File: src/rtl/dds_pkg.sv
// rtl/dds_pkg.sv - shared DDS definitions: sequencer states, register map, word packing
package dds_pkg;

  typedef enum logic [2:0] {
    ST_IDLE  = 3'd0,
    ST_ISSUE = 3'd1,
    ST_WAIT  = 3'd2,
    ST_GAP   = 3'd3,
    ST_IOUP  = 3'd4
  } seq_state_e;

  localparam logic [7:0] DDS_ADDR_CFR1 = 8'h00;
  localparam logic [7:0] DDS_ADDR_CFR2 = 8'h01;
  localparam logic [7:0] DDS_ADDR_FTW  = 8'h07;
  localparam logic [7:0] DDS_ADDR_POW  = 8'h08;
  localparam logic [7:0] DDS_ADDR_ASF  = 8'h09;

  function automatic logic [31:0] pack_pow(input logic [15:0] pow);
    return {16'h0000, pow};
  endfunction

  // ASF sits in bits [15:2] of its register; the low two bits stay zero
  function automatic logic [31:0] pack_asf(input logic [13:0] asf);
    return {16'h0000, asf, 2'b00};
  endfunction

endpackage

File: src/rtl/dds_cfg_seq.sv
// rtl/dds_cfg_seq.sv - DDS register-write sequencer: init burst, tone-update bursts, IO_UPDATE
module dds_cfg_seq
  import dds_pkg::*;
#(
  parameter logic [31:0] CFR1_VAL    = 32'h0000_0000,
  parameter logic [31:0] CFR2_VAL    = 32'h0140_0820,
  parameter logic [7:0]  ADDR_CFR1   = DDS_ADDR_CFR1,
  parameter logic [7:0]  ADDR_CFR2   = DDS_ADDR_CFR2,
  parameter logic [7:0]  ADDR_FTW    = DDS_ADDR_FTW,
  parameter logic [7:0]  ADDR_POW    = DDS_ADDR_POW,
  parameter logic [7:0]  ADDR_ASF    = DDS_ADDR_ASF,
  parameter int          IOUP_CYCLES = 4,
  parameter int          GAP_CYCLES  = 2,
  parameter int          TIMEOUT     = 4096
) (
  input  logic        clk,
  input  logic        rst,
  input  logic        load,
  input  logic [31:0] ftw,
  input  logic [15:0] pow,
  input  logic [13:0] asf,
  output logic        ready,
  output logic        err,
  output logic        wr_start,
  output logic [7:0]  wr_addr,
  output logic [31:0] wr_data,
  input  logic        wr_done,
  output logic        io_update
);

  localparam int GAP_LD  = (GAP_CYCLES > 0) ? GAP_CYCLES - 1 : 0;
  localparam int CMAX_A  = (TIMEOUT - 1 > IOUP_CYCLES - 1) ? TIMEOUT - 1 : IOUP_CYCLES - 1;
  localparam int CMAX    = (CMAX_A > GAP_LD) ? CMAX_A : GAP_LD;
  localparam int CW      = $clog2(CMAX + 2);

  seq_state_e    state;
  logic [2:0]    idx;
  logic [CW-1:0] cnt;
  logic [31:0]   ftw_q;
  logic [15:0]   pow_q;
  logic [13:0]   asf_q;
  logic [7:0]    list_addr;
  logic [31:0]   list_data;
  logic          last_entry;

  always_comb begin
    list_addr = ADDR_CFR1;
    list_data = CFR1_VAL;
    case (idx)
      3'd1: begin list_addr = ADDR_CFR2; list_data = CFR2_VAL;        end
      3'd2: begin list_addr = ADDR_FTW;  list_data = ftw_q;           end
      3'd3: begin list_addr = ADDR_POW;  list_data = pack_pow(pow_q); end
      3'd4: begin list_addr = ADDR_ASF;  list_data = pack_asf(asf_q); end
      default: begin list_addr = ADDR_CFR1; list_data = CFR1_VAL;     end
    endcase
  end

  assign last_entry = (idx == 3'd1) || (idx == 3'd4);

  // cnt is shared: timeout in WAIT, gap length in GAP, pulse width in IOUP
  always_ff @(posedge clk) begin
    if (rst) begin
      state     <= ST_ISSUE;
      idx       <= 3'd0;
      cnt       <= '0;
      ftw_q     <= '0;
      pow_q     <= '0;
      asf_q     <= '0;
      ready     <= 1'b0;
      err       <= 1'b0;
      wr_start  <= 1'b0;
      wr_addr   <= '0;
      wr_data   <= '0;
      io_update <= 1'b0;
    end else begin
      wr_start <= 1'b0;
      case (state)
        ST_ISSUE: begin
          wr_start <= 1'b1;
          wr_addr  <= list_addr;
          wr_data  <= list_data;
          cnt      <= CW'(TIMEOUT - 1);
          state    <= ST_WAIT;
        end
        ST_WAIT: begin
          if (wr_done) begin
            if (last_entry) begin
              state <= ST_IOUP;
            end else begin
              idx <= idx + 3'd1;
              if (GAP_CYCLES == 0) begin
                state <= ST_ISSUE;
              end else begin
                cnt   <= CW'(GAP_LD);
                state <= ST_GAP;
              end
            end
          end else if (cnt == '0) begin
            err   <= 1'b1;
            ready <= 1'b1;
            state <= ST_IDLE;
          end else begin
            cnt <= cnt - CW'(1);
          end
        end
        ST_GAP: begin
          if (cnt == '0) state <= ST_ISSUE;
          else           cnt   <= cnt - CW'(1);
        end
        ST_IOUP: begin
          // io_update low here means this is the first IOUP cycle
          if (!io_update) begin
            io_update <= 1'b1;
            cnt       <= CW'(IOUP_CYCLES - 1);
          end else if (cnt == '0) begin
            io_update <= 1'b0;
            ready     <= 1'b1;
            state     <= ST_IDLE;
          end else begin
            cnt <= cnt - CW'(1);
          end
        end
        ST_IDLE: begin
          if (load) begin
            ftw_q <= ftw;
            pow_q <= pow;
            asf_q <= asf;
            idx   <= 3'd2;
            ready <= 1'b0;
            state <= ST_ISSUE;
          end
        end
        default: state <= ST_ISSUE;
      endcase
    end
  end

endmodule

File: config.mk
export PLATFORM = sky130hd
export DESIGN_NAME = dds_cfg_seq
export DESIGN_NICKNAME = d
export VERILOG_FILES = /design/src/rtl/dds_pkg.sv /design/src/rtl/dds_cfg_seq.sv
export SDC_FILE = /design/constraint.sdc
export NUM_CORES = 1
export LEC_CHECK = 0
export ABC_AREA = 1
export BUFFER_PORTS_ARGS = -buffer_cell sky130_fd_sc_hd__buf_2
export CORE_MARGIN = 10
export CORE_UTILIZATION = 57
export CTS_CLUSTER_SIZE = 20
export DETAILED_ROUTE_END_ITERATION = 6
export PLACE_DENSITY = 0.91
export SETUP_SLACK_MARGIN = 0.02
export SYNTH_ARGS = -nofsm -noshare
export SYNTH_HDL_FRONTEND = slang
export SYNTH_SLANG_ARGS = --single-unit
File: constraint.sdc
create_clock -name clk -period 4.62 [get_ports clk]
set_input_delay 0.231 -clock clk [delete_from_list [all_inputs] [get_ports clk]]
set_output_delay 0.231 -clock clk [all_outputs]
set_load 0.02 [all_outputs]
==> metrics.cfg <==
[power]
pwr-share-clk_pct=35.5
p_per_area_nw_per_um2=582
p_sw_mw=1.41
pwr-share-comb_pct=29.1
internal-power_mw=2.44
peakVddDrop_v=0.000357
p_leak_nw=2.91
p_seq_share_pct=35.4
swShare_pct=36.7

[layout]
mostFrequentLayoutCells=dfxtp_1, nand2_1, buf_2
regArea_um2=2400
multi_input_area_um2=2190
n_fill_cell=564
fin_util_pct=75.8
final_common_cell=dfxtp_1
diodes=0
drive_above_1_share_pct=19.0
areaGrowthSynthToFinish_pct=29.6
fin_nets=895

[timing]
hold_viol=0
fin_setup_tns_ns=0
rsz0062_at_grt=false
period_share_pct=58.4
tightest_slew_ns=1.14
clock.fmax_mhz=371
setup-violations-final=0
finalCriticalPeriod_ns=2.70
holdWs_ns=0.00589
slew_viol_final=0
fin_skew_ns=0.00904
slew_headroom_pct=23.9

[die]
initial_core_util_pct=58.5
core_area_um2=8720
die_h_um=115
ios=110
rows=34
die_area_um2=13100
die_x_um=115

[placed_design]
hpwl_um=9500
port_buffers=105
gp_congestion=0.929

[critical_path]
endpoint_kind=flip-flop
worstPathArrival_ns=3.08
cp.required_ns=5.00
reg2regPathDepth=9
start_kind=flip-flop
worstSetupPathType=flip-flop to flip-flop
crit_fanout=73

[grt]
grt_start_max_net_pins=80
grt_pass1_vias=5372
grt_usage_pct=24.2
grt-ovfl-total=0
antenna_found_initial=0
grt_pass1_wl_um=25800

[synth]
yosys_warnings=0
synthFlopType=dfxtp_1
yosys_register_bits=120
synthArstFlopShare_pct=0
syn_avg_cell_area_um2=7.38
seq_area_frac_synth_pct=47.1
synth_enable_flop_cells=0
synth_area_um2=5100
synthDistinctLibCells=32
synth_cells=691
synth_area_leaders=dfxtp_1, a21oi_1, nand2_1
yosysTopAreaCell=dfxtp_1
netlist.area_leader.share_pct=47.1

[drt]
drc_errors=1
dr.pass1.iters=7
num_vias=5410
wl_per_cell_um=17.1
antenna_left=0
via_per_inst=5.74
wl_um=16100
drt_iter0_drc=509

[clock_network]
ctsResizeCount=0
cts_tree=built
clock_sinks=120
clk_pin_slew_ns=0.06
cts.path.max_buffers=2
htreeDepth=4
cts_root_buf=clkbuf_8
cts_made_buffers=17
clkLatencyLatePin_ns=0.52

[run]
cap_violations=0

[status]
violations=DRC
outcome=finished with violations

[min_path]
min_path_cells=3
hold_path_class=input pin to flip-flop

==> synthesized netlist by cell type (8+ instances only) <==
| library cell | instances |
|---|---|
| a21oi_1 | 89 |
| buf_2 | 8 |
| clkbuf_1 | 20 |
| dfxtp_1 | 120 |
| inv_1 | 68 |
| nand2_1 | 113 |
| nand3_1 | 17 |
| nand4_1 | 10 |
| nor2_1 | 90 |
| o21ai_0 | 67 |
| o21ai_1 | 21 |
| o221ai_1 | 13 |
==> kinds of logic after synthesis <==
group | synth area share (%)
flip-flops | 47.1
buffers and inverters | 10.3
AO/OA/AOI/OAI | 21.0
AND/OR/NAND/NOR | 19.8
other | 0.0735
adder cells (fa/ha/maj) | 1.72
==> state kept, by name, indices dropped and copies added, names as in the netlist, 3 cells and up <==
signal / cells
wr_addr: 3
asf_q: 14
idx: 3
ftw_q: 32
wr_data: 32
state: 3
cnt: 13
pow_q: 16
==> repair_timing <==
item	4_1_cts	5_1_grt
hold endpoints to repair	45	0
setup buffers	0	0
hold buffers	45	0
==> power groups by stage <==
stage / sequential (mW) / combinational (mW) / clock (mW)
after floorplan: 1.36 / 0.815 / 0
after global routing: 1.38 / 1.25 / 1.41
after CTS: 1.35 / 1.08 / 1.36
after global placement: 1.36 / 0.991 / 0
final: 1.36 / 1.12 / 1.37
after detailed placement: 1.37 / 1.03 / 0
==> final cells by class <==
type / instances / area share [%]
Timing Repair Buffer: 152 / 15.0
Inverter: 75 / 4.26
Clock buffer: 17 / 6.26
Multi-Input combinational cell: 456 / 33.1
Clock inverter: 15 / 3.05
Sequential cell: 120 / 36.3
Tap cell: 108 / 2.04
==> worst max-delay path, cell delays in order (launching register included) <==
cell	delay (ns)
dfxtp_1	0.36
nor2_2	0.19
inv_2	0.06
nor2_2	0.15
inv_2	0.07
nor2_4	0.53
inv_2	0.32
buf_4	0.41
o21ai_0	0.35
a21oi_1	0.07
==> worst paths after layout <==
kind	from	endpoint	slack [ns]
max	state[0]	ftw_q[22]	1.92
min	ftw[8]	ftw_q[8]	0.006
max reg2reg	state[0]	ftw_q[22]	1.92
min reg2reg	pow_q[15]	pow_q[15]	0.46
==> per-layer routing <==
metal,vias up,GRT usage (%),share of wire [%]
met4,0,12.4,4.0
met5,-,0,0
li1,2523,-,-
met3,58,8.23,11
met2,325,40.7,48
met1,2504,26.5,37
==> metrics by stage <==
step | setup slack (ns) | cell area [µm²] | power [mW] | instances
5_1_grt | 1.72 | 6610 | 4.04 | 943
6_report | 1.92 | 6610 | 3.85 | 943
4_1_cts | 2.00 | 6610 | 3.79 | 943
3_5_place_dp | 2.06 | 5550 | 2.40 | 866
3_3_place_gp | 2.12 | 5550 | 2.35 | 866
2_1_floorplan | 3.08 | 5110 | 2.18 | 694
No activity file was read; power rests on OpenSTA's default activity.
